File: src/rtl/serial_pattern_gen_if.sv
// Handshake and serial-output bundle for serial_pattern_gen.
// The master side requests jobs, and the slave side (the generator) drives the stream.
interface serial_pattern_gen_if #(
  parameter int PAT_W = 8,
  parameter int CNT_W = 4
);
  logic             start;
  logic [PAT_W-1:0] pattern;
  logic [CNT_W-1:0] reps;
  logic             out;
  logic             out_valid;
  logic             busy;
  logic             done;

  modport master (
    output start, pattern, reps,
    input  out, out_valid, busy, done
  );

  modport slave (
    input  start, pattern, reps,
    output out, out_valid, busy, done
  );
endinterface

File: src/rtl/serial_pattern_gen.sv
// Moore serial pattern transmitter. It shifts a captured pattern out MSB first,
// repeats it reps times with GAP_CYC idle cycles between repetitions, and then pulses done.
module serial_pattern_gen #(
  parameter int PAT_W   = 8,
  parameter int CNT_W   = 4,
  parameter int GAP_CYC = 2
) (
  input  logic                clk,
  input  logic                rst,
  serial_pattern_gen_if.slave bus
);

  localparam int BW = $clog2(PAT_W);
  localparam int GW = (GAP_CYC > 1) ? $clog2(GAP_CYC) : 1;
  localparam logic [BW-1:0] BIT_LAST = BW'(PAT_W - 1);
  localparam logic [GW-1:0] GAP_LAST = (GAP_CYC > 0) ? GW'(GAP_CYC - 1) : '0;

  typedef enum logic [1:0] {IDLE, SEND, GAP, DONE} state_t;

  state_t           state_q, state_d;
  logic [PAT_W-1:0] shift_q, shift_d;
  logic [PAT_W-1:0] shadow_q, shadow_d;
  logic [BW-1:0]    bit_q, bit_d;
  logic [CNT_W-1:0] rep_q, rep_d;
  logic [GW-1:0]    gap_q, gap_d;

  always_ff @(posedge clk or negedge rst) begin
    if (!rst) begin
      state_q  <= IDLE;
      shift_q  <= '0;
      shadow_q <= '0;
      bit_q    <= '0;
      rep_q    <= '0;
      gap_q    <= '0;
    end else begin
      state_q  <= state_d;
      shift_q  <= shift_d;
      shadow_q <= shadow_d;
      bit_q    <= bit_d;
      rep_q    <= rep_d;
      gap_q    <= gap_d;
    end
  end

  always_comb begin
    state_d  = state_q;
    shift_d  = shift_q;
    shadow_d = shadow_q;
    bit_d    = bit_q;
    rep_d    = rep_q;
    gap_d    = gap_q;
    case (state_q)
      IDLE: begin
        if (bus.start) begin
          shadow_d = bus.pattern;
          shift_d  = bus.pattern;
          rep_d    = (bus.reps == '0) ? CNT_W'(1) : bus.reps;
          bit_d    = BIT_LAST;
          state_d  = SEND;
        end
      end
      SEND: begin
        shift_d = shift_q << 1;
        bit_d   = bit_q - 1'b1;
        if (bit_q == '0) begin
          rep_d = rep_q - 1'b1;
          if (rep_q == CNT_W'(1)) begin
            state_d = DONE;
          end else if (GAP_CYC > 0) begin
            state_d = GAP;
            gap_d   = GAP_LAST;
          end else begin
            // With no gap, the next repetition's first bit directly follows the last bit.
            shift_d = shadow_q;
            bit_d   = BIT_LAST;
          end
        end
      end
      GAP: begin
        if (gap_q == '0) begin
          shift_d = shadow_q;
          bit_d   = BIT_LAST;
          state_d = SEND;
        end else begin
          gap_d = gap_q - 1'b1;
        end
      end
      DONE:    state_d = IDLE;
      default: state_d = IDLE;
    endcase
  end

  assign bus.out       = (state_q == SEND) & shift_q[PAT_W-1];
  assign bus.out_valid = (state_q == SEND);
  assign bus.busy      = (state_q != IDLE);
  assign bus.done      = (state_q == DONE);

endmodule

File: src/flat_wrapper.sv
// flat-port wrapper written by rule: the top's interface ports become plain ports
module serial_pattern_gen_flat 
#(
  parameter int PAT_W   = 8,
  parameter int CNT_W   = 4,
  parameter int GAP_CYC = 2
)
  (clk, rst, bus_start, bus_pattern, bus_reps, bus_out, bus_out_valid, bus_busy, bus_done);
  serial_pattern_gen_if #(.PAT_W(PAT_W), .CNT_W(CNT_W)) bus_i ();
  input  logic clk;
  input  logic rst;
  input wire logic [$bits(bus_i.start)-1:0] bus_start;
  input wire logic [$bits(bus_i.pattern)-1:0] bus_pattern;
  input wire logic [$bits(bus_i.reps)-1:0] bus_reps;
  output wire logic [$bits(bus_i.out)-1:0] bus_out;
  output wire logic [$bits(bus_i.out_valid)-1:0] bus_out_valid;
  output wire logic [$bits(bus_i.busy)-1:0] bus_busy;
  output wire logic [$bits(bus_i.done)-1:0] bus_done;
  assign bus_i.start = bus_start;
  assign bus_i.pattern = bus_pattern;
  assign bus_i.reps = bus_reps;
  assign bus_out = bus_i.out;
  assign bus_out_valid = bus_i.out_valid;
  assign bus_busy = bus_i.busy;
  assign bus_done = bus_i.done;
  serial_pattern_gen #(.PAT_W(PAT_W), .CNT_W(CNT_W), .GAP_CYC(GAP_CYC)) u_core (.clk(clk), .rst(rst), .bus(bus_i));
endmodule
File: config.mk
export PLATFORM = sky130hd
export DESIGN_NAME = serial_pattern_gen_flat
export DESIGN_NICKNAME = d
export VERILOG_FILES = /design/src/rtl/serial_pattern_gen_if.sv /design/src/rtl/serial_pattern_gen.sv /design/src/flat_wrapper.sv
export SDC_FILE = /design/constraint.sdc
export NUM_CORES = 1
export LEC_CHECK = 0
export ABC_AREA = 0
export BUFFER_PORTS_ARGS = -buffer_cell sky130_fd_sc_hd__buf_2
export CAP_MARGIN = 25
export CORE_ASPECT_RATIO = 0.75
export CORE_UTILIZATION = 51
export DETAILED_ROUTE_END_ITERATION = 8
export HOLD_SLACK_MARGIN = 0.08
export PLACE_DENSITY = 0.82
export SYNTH_ARGS = -nofsm -noshare
export SYNTH_HDL_FRONTEND = slang
export SYNTH_SLANG_ARGS = --single-unit
File: constraint.sdc
create_clock -name clk -period 1.8 [get_ports clk]
set_input_delay 0.36 -clock clk [delete_from_list [all_inputs] [get_ports clk]]
set_output_delay 0.36 -clock clk [all_outputs]
set_load 0.05 [all_outputs]
==> results of run 1 <==
[registers in the layout (all words and copies together), names as in the netlist]
name and count:
u_core.gap_q 1, u_core.rep_q 4, u_core.state_q 2, u_core.shadow_q 8, u_core.shift_q 8, u_core.bit_q 3
[final timing paths]
path	to	slack [ns]	depth (start not counted)
worst min-delay path	u_core.shadow_q[1]	0.07	1
worst min register to register	u_core.shadow_q[0]	0.51	2
min in group clk	u_core.shadow_q[1]	0.33	2
max in group asynchronous	u_core.state_q[0]	1.30	1
worst max-delay path	bus_out	0.08	4
worst max register to register	u_core.rep_q[3]	0.09	6
[power groups by stage]
stage / logic [W] / clock network [W] / registers, W
floorplan: 0.00153 / 0 / 0.00103
global placement: 0.00178 / 0 / 0.00107
detailed placement: 0.00185 / 0 / 0.00109
CTS: 0.00187 / 0.000325 / 0.00108
global route: 0.00217 / 0.000352 / 0.00111
finish: 0.00196 / 0.000318 / 0.00108
[cells in the final DEF, fill, tap and decap left out, types with 2 or more instances in the layout]
| cell | instances |
|---|---|
| or3_1 | 2 |
| mux2i_1 | 2 |
| nor2b_1 | 2 |
| a21oi_1 | 7 |
| buf_4 | 8 |
| dfrtp_1 | 25 |
| mux2_2 | 20 |
| a22oi_1 | 7 |
| ha_1 | 8 |
| a31oi_1 | 3 |
| nand3_1 | 2 |
| nor2_1 | 8 |
| buf_2 | 17 |
| nand2_1 | 6 |
| o21ai_0 | 6 |
| inv_1 | 11 |
| clkbuf_8 | 3 |
[timing repair]
item / in CTS / in global routing
hold buffers: 0 / 0
setup endpoints to repair: 2 / 19
pin swaps: 0 / 1
setup buffers: 0 / 3
resized for setup: 2 / 3
[kinds of logic after synthesis]
kind of cell    Yosys count  synth area share (%)
compound gates           29                 13.20
simple gates             28                 10.20
flops                    26                 44.56
mux                      23                 17.48
buf+inv                  20                 5.998
fa+ha+maj                10                 8.569
[layout make-up]
cell class              instances  area, um2
repair buffers                 26      156.4
flip-flops and latches         26      651.9
multi-input cells              90      743.2
clock buffers                   3      41.29
inverters                      12      45.04
fillers                       218      979.7
well taps                      36      45.04
[through the flow]
stage / hold slack, ns / utilization, % / cells / area, um2 / setup WS [ns]
global placement: 0.3859 / 60.39 / 187 / 1608 / 0.07869
finish: 0.07315 / 63.20 / 193 / 1683 / 0.08283
CTS: 0.09298 / 62.08 / 190 / 1653 / 0.009857
global route: 0.1154 / 63.20 / 193 / 1683 / -0.01575
floorplan: 0.06441 / - / 136 / 1479 / 0.01601
detailed placement: 0.3898 / 60.39 / 187 / 1608 / 0.01017
[metal layers]
| layer | GRT usage (%) | wire [um] | vias to the layer above |
|---|---|---|---|
| met5 | 0 | 0 | - |
| li1 | - | - | 519 |
| met1 | 26.34 | 1344 | 515 |
| met2 | 32.27 | 1364 | 15 |
| met4 | 4.924 | 12 | 0 |
| met3 | 5.660 | 94 | 2 |
==> results.tsv, run 1 <==
stage	metric	value	unit
yosys	Synth area leaders	dfrtp_1, mux2_2, ha_1	
yosys	#FFs+latches synth	26	
power	power per cell area	1994	mW/mm2
yosys	post-synth top area share	44.56	%
detailed_routing	drt pass-1 iters	4	
critical_path	Critical Path RT	1.44	ns
timing	Layout Skew	0.009798	ns
timing	Slew HR	61.60	%
die	core region area	0.002663	mm2
clock_network	H-tree levels	1	
place	input/output buffers	18	
detailed_routing	Routed WL	2816	um
critical_path	slowest cell on the critical path	dfrtp_2	
power	Pwr Total	0.003355	W
power	Switch Pwr	0.001354	W
critical_path	CP Launch Point	u_core.state_q[0]	
power	Logic pwr share	58.4	%
yosys	post-synthesis cell type count	32	
clock_network	clk root buf	clkbuf_8	
clock_network	# clock sinks	26	
global_routing	vias in the first global route	1055	
global_routing	largest net degree at the start of global routing	27	
yosys	Main synth FF type	dfrtp_1	
critical_path	cell repeated most along the worst path	buf_4	
yosys	mapped cell area	0.001460	mm2
critical_path	Largest delay share family, worst path	flip-flops	
yosys	async set-reset flop share out of synthesis	100.0	%
critical_path	Worst EP arrival	1.36	ns
power	maximum vdd drop	0.8839	mV
die	die width	63.79	um
yosys	synthesized instance count	136	
place	RePlAce Congestion	0.8735	
detailed_routing	initial DRC count	63	
power	Sw Ratio	40.35	%
die	Die H	48.34	um
worst_hold_path	Hold Crit Class	in2async	
power	Clock power frac	9.5	%
clock_network	clock network latency to the later pin of the worst-skew pair	0.27	ns
timing	Worst-Margin Slew	0.5760	ns
timing	final setup vio count	0	
critical_path	FF-to-FF Start	u_core.state_q[1]	
timing	achievable frequency	582.4	MHz
timing	Max Slew Vio Count	0	
yosys	most frequent cell after synthesis	dfrtp_1	
critical_path	max incr delay on CP	0.42	ns
clock_network	CTS Buf Count	3	
timing	Final period util	95.40	%
power	Flop pwr share	32.1	%
yosys	number of synthesized flops with an enable pin	0	
power	P_int	0.002001	W
timing	RSZ-0062 raised after global routing	true	
timing	Tmin final	1.717	ns
die	IO Pins	19	
detailed_routing	Remaining DRCs	0	
yosys	Post-synth top cells	dfrtp_1, mux2_2, inv_1	
critical_path	critical path class	reg2out	
yosys	synth warn	0	
yosys	dominant cell type by area after synthesis	dfrtp_1	
yosys	sequential fraction of the synthesis area	44.56	%
yosys	Avg Inst Size Synth	10.74	um2
detailed_routing	Vias/cell	5.446	
yosys	syn nets	161	
finish	layout cells sized above 1	36.94	%
critical_path	CP Capture Type	output port	
die	num rows	16	
detailed_routing	Vias	1051	
critical_path	startpoint types	register	
timing	Setup TNS	0	ns
global_routing	gr usage total	19.94	%
critical_path	WP buf/inv	2	
critical_path	Crit Path Max Fanout	11	
die	initial core utilization	54.84	%
power	Leak	0.7865	nW
clock_network	CTS max path bufs	2	
detailed_routing	DR WL/cell	14.59	um
finish	fin nets	184	
finish	Area growth syn-to-layout	15.25	%
outcome	run status	finished, final reports clean	
critical_path	crit-path cells	buf_4 -> ha_4 -> and2_4 -> buf_4	
place	detailed placer's ending HPWL	2058	um
global_routing	first-pass GRT wire length	4788	um
finish	Ant. Diodes	0	
detailed_routing	Final ANT Viol Nets	0	
clock_network	TritonCTS clock tree	built	
timing	final hold violation count	0	
clock_network	clk slew on worst S/H paths	0.09	ns
global_routing	gr ovfl total	0	
die	full die area	0.003083	mm2
flow_run	Max Cap Viol	0	
global_routing	initial antenna violation count	0	
Power figures use the tool's default switching activity.
==> run 2: changes to the inputs <==
--- a/config.mk
+++ b/config.mk
@@ -6,13 +6,14 @@
 export NUM_CORES = 1
 export LEC_CHECK = 0
 export ABC_AREA = 0
-export BUFFER_PORTS_ARGS = -buffer_cell sky130_fd_sc_hd__buf_2
 export CAP_MARGIN = 25
 export CORE_ASPECT_RATIO = 0.75
-export CORE_UTILIZATION = 51
+export CORE_UTILIZATION = 55
 export DETAILED_ROUTE_END_ITERATION = 8
+export DONT_BUFFER_PORTS = 1
 export HOLD_SLACK_MARGIN = 0.08
-export PLACE_DENSITY = 0.82
+export PLACE_DENSITY = 0.8
 export SYNTH_ARGS = -nofsm -noshare
 export SYNTH_HDL_FRONTEND = slang
 export SYNTH_SLANG_ARGS = --single-unit
+export TNS_END_PERCENT = 5
==> results.tsv, run 2 (synthesis gave the netlist of run 1 again) <==
stage	metric	value	unit
power	Clock power frac	8.5	%
global_routing	initial antenna violation count	0	
critical_path	slowest cell on the critical path	dfrtp_2	
timing	Tmin final	1.756	ns
critical_path	reg-to-reg slack, setup	0.08	ns
finish	top flop regs	u_core.shadow_q (8), u_core.shift_q (8), u_core.rep_q (4)	
die	core region area	0.002402	mm2
clock_network	clk root buf	clkbuf_4	
power	power per cell area	2081	mW/mm2
die	initial core utilization	60.78	%
finish	Area growth syn-to-layout	16.54	%
finish	most frequent cells in the layout	dfrtp_1, mux2_2, buf_4	
power	Switch Pwr	0.001432	W
place	RePlAce Congestion	0.8830	
clock_network	# clock sinks	26	
finish	Ant. Diodes	0	
timing	final setup vio count	0	
timing	Slew HR	74.41	%
outcome	run status	finished, final reports clean	
detailed_routing	Vias/cell	5.800	
detailed_routing	initial DRC count	54	
finish	commonest non-fill, non-tap cell in the layout	dfrtp_1	
detailed_routing	Remaining DRCs	0	
finish	fin nets	177	
critical_path	Crit Path Max Fanout	5	
timing	Max Slew Vio Count	0	
clock_network	CTS max path bufs	2	
power	Logic pwr share	60.6	%
detailed_routing	Vias	1073	
die	die width	61.50	um
critical_path	startpoint types	register	
timing	Final period util	97.56	%
power	Leak	0.7706	nW
timing	Setup TNS	0	ns
detailed_routing	DR WL/cell	16.02	um
finish	Final Non-Filler Cells	185	
power	Flop pwr share	30.9	%
power	Sw Ratio	40.44	%
timing	Worst-Margin Slew	0.3742	ns
place	Place WS	-0.03038	ns
flow_run	Max Cap Viol	0	
clock_network	CTS Buf Count	3	
timing	final hold violation count	0	
critical_path	Worst EP arrival	1.40	ns
die	IO Pins	19	
critical_path	max incr delay on CP	0.48	ns
place	# placed instances	170	
detailed_routing	Final ANT Viol Nets	0	
worst_hold_path	Hold Crit Class	in2reg	
global_routing	first-pass GRT wire length	4409	um
detailed_routing	Routed WL	2964	um
critical_path	Critical Path RT	1.44	ns
clock_network	clk slew on worst S/H paths	0.14	ns
power	P_int	0.002109	W
die	full die area	0.002867	mm2
place	input/output buffers	0	
detailed_routing	drt pass-1 iters	4	
global_routing	gr usage total	21.73	%
timing	Final WS setup	0.04397	ns
power	maximum vdd drop	1.000	mV
finish	fin util	70.83	%
critical_path	CP Capture Type	output port	
clock_network	clock network latency to the later pin of the worst-skew pair	0.33	ns
finish	layout cells sized above 1	35.10	%
clock_network	TritonCTS clock tree	built	
place	detailed placer's ending HPWL	2077	um
timing	achievable frequency	569.5	MHz
global_routing	gr ovfl total	0	
die	num rows	15	
timing	RSZ-0062 raised after global routing	true	
die	Die H	46.62	um
timing	Layout Skew	0.002219	ns
global_routing	vias in the first global route	987	
critical_path	critical path class	reg2out	
global_routing	largest net degree at the start of global routing	27	
clock_network	H-tree levels	1	
critical_path	crit-path cells	inv_2 -> ha_4 -> buf_6 -> clkinvlp_4	
## run 2: cell types whose count changed in the layout (fill, tap and decap cells not counted), moves of 2 or more
cell / before / now
buf_4: 8 / 14
buf_2: 17 / 0
clkbuf_8: 3 / 1
buf_6: 1 / 3
clkbuf_4: 0 / 3
inv_1: 11 / 9
## run 2: cell type report
type                            count  area, um2
Multi-Input combinational cell     90      753.2
Fill cell                         190      700.7
Sequential cell                    26      651.9
Timing Repair Buffer               19      168.9
Inverter                           12      48.80
Tap cell                           34      42.54
Clock buffer                        4      36.28
## run 2: final timing paths
kind / depth (start not counted) / end / from
setup / recovery: 4 / bus_busy / u_core.state_q[0]
hold / removal: 1 / u_core.shadow_q[4] / bus_pattern[4]
setup reg to reg: 5 / u_core.shift_q[5] / u_core.state_q[1]
hold reg to reg: 1 / u_core.bit_q[2] / u_core.bit_q[2]
max in group asynchronous: 2 / u_core.state_q[0] / rst
min in group asynchronous: 2 / u_core.rep_q[1] / rst
## run 2: metal layers
metal,routed length [um],track usage [%]
met5,0,0
met4,27,5.333
met3,144,5.618
met2,1490,36.99
met1,1302,27.67
## run 2: per-stage QoR
| step | hold slack, ns | total power, W | area (um2) |
|---|---|---|---|
| 3_3_place_gp | 0.06503 | 0.002828 | 1535 |
| 6_report | 0.1687 | 0.003542 | 1702 |
| 5_1_grt | 0.1547 | 0.003764 | 1702 |
| 4_1_cts | 0.1679 | 0.003396 | 1662 |
| 2_1_floorplan | 0.06441 | 0.002557 | 1476 |
| 3_5_place_dp | 0.06514 | 0.002924 | 1535 |
## run 2: power by group through the flow
| stage | Clock [W] | Sequential, W | Combinational, W |
|---|---|---|---|
| after floorplan | 0 | 0.00103 | 0.00152 |
| after global placement | 0 | 0.00108 | 0.00175 |
| after detailed placement | 0 | 0.00110 | 0.00183 |
| after CTS | 0.000304 | 0.00109 | 0.00200 |
| after global routing | 0.000324 | 0.00112 | 0.00232 |
| final | 0.000302 | 0.00109 | 0.00215 |
## run 2: what timing repair did
item / CTS / global route
pin swaps: 1 / 1
endpoints found under the hold margin: 26 / 0
endpoints found under the setup margin: 16 / 3
hold buffers: 2 / 0
resized for setup: 7 / 3
setup buffers: 6 / 3
## run 2: critical path: cells and delay by family (launching register included)
family	cells	cell delay, ns
DFF	1	0.48
adders and majority gates	1	0.15
buffers and inverters	3	0.44
==> run 3: changes to the inputs <==
--- a/config.mk
+++ b/config.mk
@@ -5,7 +5,7 @@
 export SDC_FILE = /design/constraint.sdc
 export NUM_CORES = 1
 export LEC_CHECK = 0
-export ABC_AREA = 0
+export ABC_AREA = 1
 export CAP_MARGIN = 25
 export CORE_ASPECT_RATIO = 0.75
 export CORE_UTILIZATION = 55
==> results.tsv, run 3 <==
stage	metric	value	unit
outcome	run status	finished, final reports clean	
die	IO Pins	19	
flow_run	Max Cap Viol	0	
finish	multi-input logic area	719.4	um2
critical_path	CP Capture Type	output port	
global_routing	first-pass GRT wire length	4747	um
critical_path	FF-to-FF Start	u_core.state_q[0]	
global_routing	vias in the first global route	1123	
die	die width	61.68	um
clock_network	CTS Buf Count	3	
detailed_routing	drt pass-1 iters	4	
yosys	Main synth FF type	dfrtp_1	
yosys	dominant cell type by area after synthesis	dfrtp_1	
timing	Max Slew Vio Count	0	
finish	Area growth syn-to-layout	11.33	%
die	full die area	0.002884	mm2
detailed_routing	DR WL/cell	12.30	um
global_routing	gr usage total	23.16	%
die	core region area	0.002402	mm2
clock_network	clk slew on worst S/H paths	0.15	ns
timing	Tmin final	1.724	ns
yosys	Synth area leaders	dfrtp_1, nand2_1, ha_1	
critical_path	critical path class	reg2out	
finish	register area	651.9	um2
finish	FILL cells	210	
die	num rows	15	
global_routing	gr ovfl total	0	
yosys	syn nets	214	
power	Clock power frac	12.9	%
power	power per cell area	1933	mW/mm2
yosys	Avg Inst Size Synth	7.772	um2
timing	final setup vio count	0	
critical_path	Critical Path RT	1.44	ns
finish	fin nets	224	
clock_network	H-tree levels	1	
finish	most frequent cells in the layout	nand2_1, dfrtp_1, inv_1	
yosys	number of synthesized flops with an enable pin	0	
yosys	post-synth top area share	44.29	%
die	Die H	46.76	um
finish	Ant. Diodes	0	
global_routing	initial antenna violation count	0	
worst_hold_path	hold endpoint	u_core.shadow_q[5]	
global_routing	largest net degree at the start of global routing	27	
timing	achievable frequency	580.2	MHz
timing	Layout Skew	0.01250	ns
critical_path	Crit Path Max Fanout	5	
power	P_int	0.001719	W
critical_path	startpoint types	register	
worst_hold_path	hold depth	1	
critical_path	Reg2Reg Capture Point	u_core.bit_q[0]	
yosys	post-synthesis cell type count	18	
yosys	mapped cell area	0.001469	mm2
power	Sw Ratio	45.61	%
finish	commonest non-fill, non-tap cell in the layout	nand2_1	
critical_path	Worst EP arrival	1.36	ns
detailed_routing	Remaining DRCs	0	
yosys	synthesized instance count	189	
finish	top flop regs	u_core.shadow_q (8), u_core.shift_q (8), u_core.rep_q (4)	
worst_hold_path	HP Start	bus_pattern[5]	
die	initial core utilization	61.15	%
detailed_routing	Vias	1212	
clock_network	clock network latency to the later pin of the worst-skew pair	0.33	ns
timing	Setup TNS	0	ns
yosys	async set-reset flop share out of synthesis	100.0	%
clock_network	CTS max path bufs	2	
place	# placed instances	224	
power	maximum vdd drop	1.036	mV
timing	RSZ-0062 raised after global routing	false	
place	detailed placer's ending HPWL	2054	um
finish	layout cells sized above 1	14.65	%
critical_path	R2R cell count	8	
timing	Final period util	95.76	%
clock_network	TritonCTS clock tree	built	
clock_network	# clock sinks	26	
yosys	synth warn	0	
place	Placed Area	0.001534	mm2
place	input/output buffers	0	
power	Flop pwr share	32.8	%
detailed_routing	Final ANT Viol Nets	0	
critical_path	reg-to-reg slack, setup	0.29	ns
place	RePlAce Congestion	0.7923	
clock_network	clk root buf	clkbuf_4	
power	Switch Pwr	0.001441	W
finish	Final Non-Filler Cells	232	
timing	Worst-Margin Slew	0.2695	ns
yosys	most frequent cell after synthesis	nand2_1	
finish	final cell area excluding filler cells	0.001635	mm2
detailed_routing	Vias/cell	5.224	
yosys	sequential fraction of the synthesis area	44.29	%
worst_hold_path	Hold Crit Class	in2reg	
yosys	Post-synth top cells	nand2_1, dfrtp_1, inv_1	
detailed_routing	initial DRC count	42	
power	Leak	0.8869	nW
timing	Fin Hold WS	0.1592	ns
timing	Slew HR	82.02	%
yosys	#FFs+latches synth	26	
power	Logic pwr share	54.3	%
timing	final hold violation count	0	
detailed_routing	Routed WL	2853	um
finish	fin util	68.07	%
run 3: cell count changes after synthesis, moves of 3 or more:
cell / previous run / this run
mux2i_1: 3 / 0
a31oi_1: 3 / 0
a22oi_1: 7 / 0
nand2_1: 6 / 82
a21oi_1: 7 / 1
nand3_1: 2 / 12
mux2_2: 20 / 7
inv_1: 12 / 23
o21ai_1: 0 / 3
clkbuf_1: 5 / 0
nand2_2: 0 / 3
run 3: metrics by stage:
| step | power [W] | setup slack [ns] |
|---|---|---|
| floorplan | 0.002364 | 0.06223 |
| global placement | 0.002615 | 0.3142 |
| detailed placement | 0.002683 | 0.2610 |
| CTS | 0.003158 | 0.02198 |
| global route | 0.003447 | 0.01869 |
| finish | 0.003160 | 0.07636 |
run 3: final cells by class:
class / count / share of cell area [%]
clock buffers: 3 / 1.377
well taps: 34 / 2.601
clock inverters: 1 / 1.836
flip-flops and latches: 26 / 39.86
inverters: 24 / 5.738
repair buffers: 8 / 4.591
multi-input cells: 136 / 43.99
run 3: how the worst max path moves through the flow:
| stage | startpoint | to | slack, ns |
|---|---|---|---|
| after detailed placement | u_core.state_q[0] | u_core.shift_q[2] | 0.26 |
| final | u_core.state_q[0] | bus_busy | 0.08 |
| after floorplan | u_core.state_q[1] | bus_out | 0.06 |
| after CTS | u_core.state_q[1] | bus_busy | 0.02 |
| after global routing | u_core.state_q[0] | bus_busy | 0.02 |
| after global placement | u_core.state_q[1] | bus_out | 0.31 |
run 3: worst max-delay path: stages, from the launching register on:
cell and delay, ns:
dfrtp_2 0.47, inv_1 0.10, ha_2 0.21, inv_1 0.07, buf_4 0.19
run 3: cells by family after synthesis:
logic type | count (synthesis) | synth area share (%)
AND/OR/NAND/NOR | 107 | 29.98
buffers and inverters | 27 | 7.751
flip-flops | 26 | 44.29
AO/OA/AOI/OAI | 12 | 4.088
adder cells (fa/ha/maj) | 10 | 8.518
multiplexers | 7 | 5.367
run 3: repair_timing:
| action | in CTS | in global routing |
|---|---|---|
| gates resized for setup | 2 | 1 |
| gates cloned | 0 | 0 |
| hold endpoints to repair | 26 | 0 |
| buffers inserted | 2 | 0 |
| hold buffers | 2 | 0 |
| endpoints found under the setup margin | 2 | 2 |
| pin swaps | 0 | 0 |
run 3: power by group through the flow:
stage	Clock [W]	Combinational (W)	Sequential (W)
finish	0.000406	0.00172	0.00104
global route	0.000432	0.00195	0.00106
CTS	0.000413	0.00171	0.00103
detailed placement	0	0.00164	0.00104
global placement	0	0.00158	0.00103
floorplan	0	0.00136	0.00100
run 3: metal layers:
metal,routed length (um),GRT usage [%]
met1,1376,31.63
met2,1290,36.56
met3,147,5.785
met4,39,8.000
met5,0,0
